## src/rtl/ov_pkg.sv

```systemverilog
// Shared constants for the overflow-aware adder/subtractor family:
// operation encoding of s and MAX/MIN helpers for a given width.
package ov_pkg;

    localparam logic OP_ADD = 1'b0;
    localparam logic OP_SUB = 1'b1;

    // Widths up to 64 bits; callers truncate to their own WIDTH.
    function automatic logic [63:0] max_val(input int unsigned w);
        return (64'd1 << (w - 1)) - 64'd1;
    endfunction

    function automatic logic [63:0] min_val(input int unsigned w);
        return 64'd1 << (w - 1);
    endfunction

endpackage

```

## src/rtl/ov_addsub_core.sv

```systemverilog
// Combinational signed X +/- B in WIDTH+1 bits with overflow detect and
// optional clamping to MAX/MIN.
module ov_addsub_core
    import ov_pkg::*;
#(
    parameter int WIDTH    = 8,
    parameter int SATURATE = 0
) (
    input  logic [WIDTH-1:0] x,
    input  logic [WIDTH-1:0] b,
    input  logic             s,
    output logic [WIDTH:0]   ext,
    output logic             ov_n,
    output logic [WIDTH-1:0] sat_result
);

    localparam logic [WIDTH-1:0] MAX_V = WIDTH'(max_val(WIDTH));
    localparam logic [WIDTH-1:0] MIN_V = WIDTH'(min_val(WIDTH));

    logic [WIDTH:0] x_ext;
    logic [WIDTH:0] b_ext;

    always_comb begin
        x_ext = {x[WIDTH-1], x};
        b_ext = {b[WIDTH-1], b};
        // One extra bit keeps X - MIN representable before the overflow test.
        if (s == OP_SUB) begin
            ext = x_ext - b_ext;
        end else begin
            ext = x_ext + b_ext;
        end
        ov_n       = ext[WIDTH] ^ ext[WIDTH-1];
        sat_result = ext[WIDTH-1:0];
        if ((SATURATE != 0) && ov_n) begin
            sat_result = ext[WIDTH] ? MIN_V : MAX_V;
        end
    end

endmodule

```

## src/rtl/ov_addsub_acc.sv

```systemverilog
// Registered signed add/subtract with per-result and sticky overflow flags,
// optional saturation and a running accumulator operand.
module ov_addsub_acc
    import ov_pkg::*;
#(
    parameter int WIDTH    = 8,
    parameter int SATURATE = 0
) (
    input  logic             clk,
    input  logic             rst,
    input  logic             in_valid,
    input  logic [WIDTH-1:0] a,
    input  logic [WIDTH-1:0] b,
    input  logic             s,
    input  logic             acc_mode,
    input  logic             acc_clr,
    input  logic             ov_clr,
    output logic [WIDTH-1:0] result,
    output logic             out_valid,
    output logic             ov,
    output logic             ov_sticky
);

    logic [WIDTH-1:0] acc_q, acc_d;
    logic [WIDTH-1:0] result_q, result_d;
    logic             ov_q, ov_d;
    logic             ov_sticky_q, ov_sticky_d;
    logic             out_valid_q, out_valid_d;

    logic [WIDTH-1:0] x_op;
    logic [WIDTH:0]   ext_unused;
    logic             ov_n;
    logic [WIDTH-1:0] sat_result;

    // A same-cycle clear overrides the accumulator as operand.
    always_comb begin
        x_op = a;
        if (acc_mode) begin
            x_op = acc_clr ? '0 : acc_q;
        end
    end

    ov_addsub_core #(
        .WIDTH    (WIDTH),
        .SATURATE (SATURATE)
    ) u_core (
        .x          (x_op),
        .b          (b),
        .s          (s),
        .ext        (ext_unused),
        .ov_n       (ov_n),
        .sat_result (sat_result)
    );

    always_comb begin
        acc_d       = acc_q;
        result_d    = result_q;
        ov_d        = ov_q;
        out_valid_d = in_valid;
        ov_sticky_d = (ov_sticky_q & ~ov_clr) | (in_valid & ov_n);
        if (in_valid) begin
            result_d = sat_result;
            ov_d     = ov_n;
        end
        if (in_valid && acc_mode) begin
            acc_d = sat_result;
        end else if (acc_clr) begin
            acc_d = '0;
        end
    end

    always_ff @(posedge clk) begin
        if (rst) begin
            acc_q       <= '0;
            result_q    <= '0;
            ov_q        <= 1'b0;
            ov_sticky_q <= 1'b0;
            out_valid_q <= 1'b0;
        end else begin
            acc_q       <= acc_d;
            result_q    <= result_d;
            ov_q        <= ov_d;
            ov_sticky_q <= ov_sticky_d;
            out_valid_q <= out_valid_d;
        end
    end

    assign result    = result_q;
    assign ov        = ov_q;
    assign ov_sticky = ov_sticky_q;
    assign out_valid = out_valid_q;

endmodule

```

## config.mk

```make
export PLATFORM = sky130hd
export DESIGN_NAME = ov_addsub_acc
export DESIGN_NICKNAME = d
export VERILOG_FILES = /design/src/rtl/ov_pkg.sv /design/src/rtl/ov_addsub_core.sv /design/src/rtl/ov_addsub_acc.sv
export SDC_FILE = /design/constraint.sdc
export NUM_CORES = 1
export LEC_CHECK = 0
export BUFFER_PORTS_ARGS = -buffer_cell sky130_fd_sc_hd__buf_4
export CORE_MARGIN = 2
export CORE_UTILIZATION = 36
export CTS_CLUSTER_DIAMETER = 60
export DETAILED_ROUTE_END_ITERATION = 12
export SLEW_MARGIN = 30
export SYNTH_ARGS = -nofsm -noshare
export SYNTH_HDL_FRONTEND = slang
export SYNTH_HIERARCHICAL = 1
export SYNTH_SLANG_ARGS = --single-unit
```

## constraint.sdc

```tcl
create_clock -name clk -period 2.6 [get_ports clk]
set_input_delay 0.52 -clock clk [delete_from_list [all_inputs] [get_ports clk]]
set_output_delay 0.52 -clock clk [all_outputs]
set_load 0.005 [all_outputs]
```

==> flow_summary_export.csv <==
group,metric,value,unit
clocking,cts_buffer_depth,2,
detailed_routing,ant_nets,0,
setup_path,ff2ff_setup_slack,0.13,ns
place,io_buffers,33,
finish,antenna_cells,0,
die,ios,34,
sta,period_needed,2.551,ns
die,die_w,67.91,um
power,peakVddDrop,0.2402,mV
yosys,synth_compound_area_frac,0.1379,
grt,antenna_found_initial,0,
setup_path,r2r_end,"ov$_SDFFE_PP0P_",
yosys,yosysTopAreaCellShare,0.2587,
clocking,clockRootBuffer,"clkbuf_8",
die,core_area,3971,um2
detailed_routing,wl_per_cell,11.85,um
grt,grt_first_pass_wirelength,5030,um
setup_path,crit_cells,14,
sta,setup_viol,0,
grt,grt_max_degree,20,
detailed_routing,drt_iter0_drc,39,
place,dp_hpwl,2705,um
finish,area_delta_synth_final,36.77,%
grt,grt_pass1_vias,1184,
sta,tns,0,ns
setup_path,cp-startpoint,"b[1]",
sta,fmax,392.0,MHz
die,die_y,67.91,um
run_status,status,"complete, no violations",
yosys,synth_simple_gate_area_frac,0.1940,
setup_path,cp_cell_sequence,"buf_12 > inv_12 > ha_4 > nor3b_4 > nor2_1 > xnor2_1 > ha_1 > a21oi_2 > nor2b_1 > a311o_1 > a21oi_2 > xnor3_1 > nand2_1 > a21oi_1",
setup_path,r2r-start,"acc_q[0]$_SDFF_PP0_",
yosys,synthXorXnorAreaFrac,0.1030,
yosys,yosys.cell_types.count,33,
setup_path,end_kind,"flip-flop",
die,start_util,0.3702,
yosys,synthesis.area,1470,um2
sta,finalHoldViolCount,0,
power,p_per_area,486.9,nW/um2
setup_path,cpPeakStageDelay,0.33,ns
detailed_routing,firstDrtPassIters,4,
grt,grt_usage,0.1428,
detailed_routing,routed_wl,3177,um
yosys,ys_warn_count,6,
place,place.gp.congestion,0.7996,
yosys,synth_top_family_by_area,"simple AND/OR/NAND/NOR gates",
finish,final_util,0.5063,
clocking,cts_tree,"done",
finish,fin_area,2011,um2
clocking,htree_levels,1,
clocking,clock_sinks,19,
setup_path,cp_top_family,"compound AO/OA/AOI/OAI gates",
yosys,synth.area.mux_share,0.1226,
die,rows,23,
yosys,synthCells,168,
setup_path,crit_end,"ov$_SDFFE_PP0P_",
finish,nNetsFinal,252,
yosys,synth.net_count,201,
setup_path,critPathRequiredTime,2.74,ns
detailed_routing,drc,0,
setup_path,crit_arrival,2.69,ns
finish,final_layout_size_suffix_gt1_frac,0.4358,
detailed_routing,via_count,1256,
sta,period_share,0.9812,
setup_path,worst-path-buf-inv,2,
sta,tightest_slew,0.2526,ns
setup_path,reg2reg_depth,13,
sta,finalClockSkew,0.002677,ns
clocking,cts_made_buffers,3,
setup_path,path_max_fanout,3,
sta,drv_slew,0,
sta,slew_headroom,0.8304,
grt,overflow,0,
yosys,synth_area_leader_cell,"dfxtp_1",
clocking,clk_pin_slew,0.07,ns
clocking,hold_buffers,0,
setup_path,crit_type,"in2reg",
yosys,netlist_top_cells_area,"dfxtp_1 26%, ha_1 7.7%, mux2i_1 6.1%",
place,place_area,1901,um2
setup_path,cp_slowest_cell,"a311o_1",
yosys,synth_fa_ha_area_frac,0.09021,
worst_hold_path,hold_class,"reg2reg",
yosys,ys_ff_latch,19,
yosys,avgSynthCellArea,8.751,um2
detailed_routing,avgViaCountPerCell,4.687,
power,leakage,0.0009158,uW
job,maxCapViolations,0,
setup_path,crit_top_cell,"a21oi_2",
setup_path,startpoint_type,"input pin",
sta,grt_setup_unrepaired,"yes",
die,die-area,4611,um2
yosys,synth_seq_area_share,0.2587,
clocking,insertion_delay,0.25,ns
-- synthesized netlist by cell type --
master / instances
nor2b_1: 10
o21ai_0: 3
buf_6: 3
mux2i_1: 9
buf_4: 9
a31oi_2: 1
nand2b_1: 4
nand2_2: 1
o22ai_2: 1
o21a_1: 4
a311o_1: 1
ha_1: 9
a21oi_2: 8
xor2_1: 1
inv_1: 7
nor4_1: 1
buf_2: 2
xnor3_1: 1
a211oi_1: 1
nor3b_2: 1
dfxtp_1: 19
and2b_1: 1
and2_4: 1
or4_1: 1
nor3_1: 2
xor2_2: 1
fa_1: 1
a21oi_1: 9
nor2_1: 18
nand2_1: 19
xnor2_2: 1
mux2_2: 8
xnor2_1: 10
-- repair_timing --
action,in CTS,in global routing
resized for setup,2,9
setup endpoints to repair,2,5
pin swaps,4,4
buffers inserted,2,0
-- how the worst min path moves through the flow --
stage / from / to / slack [ns] / depth (start not counted)
6_report: ov$_SDFFE_PP0P_ / ov$_SDFFE_PP0P_ / 0.49 / 2
5_1_grt: ov$_SDFFE_PP0P_ / ov$_SDFFE_PP0P_ / 0.51 / 2
4_1_cts: ov$_SDFFE_PP0P_ / ov$_SDFFE_PP0P_ / 0.49 / 2
3_5_place_dp: ov$_SDFFE_PP0P_ / ov$_SDFFE_PP0P_ / 0.48 / 2
3_3_place_gp: ov$_SDFFE_PP0P_ / ov$_SDFFE_PP0P_ / 0.46 / 2
2_1_floorplan: ov$_SDFFE_PP0P_ / ov$_SDFFE_PP0P_ / 0.46 / 2
-- power breakdown --
part	leakage, uW	switching, uW	internal, uW	total, uW
clock network	0.0000228	91.2	109	200
logic	0.000737	195	244	439
registers	0.000156	14.1	326	340
-- metal layers --
metal	vias up	global-route usage	wire, um
met4	0	0.03750	36
met3	5	0.02632	148
li1	654	-	-
met1	569	0.1635	1322
met2	28	0.2696	1670
met5	-	0	0
-- tightest hold or removal path: stages, from the launching register on --
cell and delay [ns]:
dfxtp_1 0.31, nand2b_1 0.07, a21oi_1 0.06
-- state kept, by name, indices dropped and copies added (netlist names) --
| name | cells |
|---|---|
| acc_q | 8 |
| result | 8 |
| out_valid | 1 |
| ov | 1 |
| ov_sticky | 1 |
-- cells by family (layout without fill, tap and decap cells) --
| kind of cell | after synthesis | after routing |
|---|---|---|
| AO/OA/AOI/OAI | 28 | 28 |
| XOR/XNOR | 14 | 14 |
| adder cells (fa/ha/maj) | 10 | 10 |
| buffers and inverters | 21 | 71 |
| flip-flops | 19 | 19 |
| multiplexers | 17 | 17 |
| AND/OR/NAND/NOR | 59 | 59 |
-- final cells by class --
cell class / count / area (um2)
fillers: 394 / 1961
well taps: 50 / 62.56
inverters: 7 / 43.79
multi-input cells: 128 / 1008
clock buffers: 4 / 45.04
repair buffers: 60 / 470.5
flip-flops and latches: 19 / 380.4
-- stage by stage --
stage	instances	worst slack (ns)	hold slack, ns	power [uW]
6_report	268	0.04881	0.4853	979.0
3_3_place_gp	262	-0.2400	0.4577	758.7
3_5_place_dp	262	-0.3285	0.4798	770.9
2_1_floorplan	168	-0.04795	0.4616	650.8
5_1_grt	268	-0.06003	0.5086	1050
4_1_cts	268	0.01064	0.4896	980.1
-- layout by cell type (no fill, tap or decap), types with 2 or more instances in the layout --
| cell | count |
|---|---|
| buf_4 | 57 |
| nand2_1 | 19 |
| dfxtp_1 | 19 |
| nor2_1 | 18 |
| a21oi_2 | 11 |
| nor2b_1 | 10 |
| mux2i_1 | 9 |
| xnor2_1 | 9 |
| mux2_2 | 8 |
| ha_1 | 8 |
| a21oi_1 | 6 |
| inv_1 | 5 |
| nand2b_1 | 4 |
| o21a_1 | 4 |
| clkbuf_8 | 3 |
| buf_6 | 2 |
| nor3_1 | 2 |
| xnor2_2 | 2 |
No activity file was read; power rests on OpenSTA's default activity.
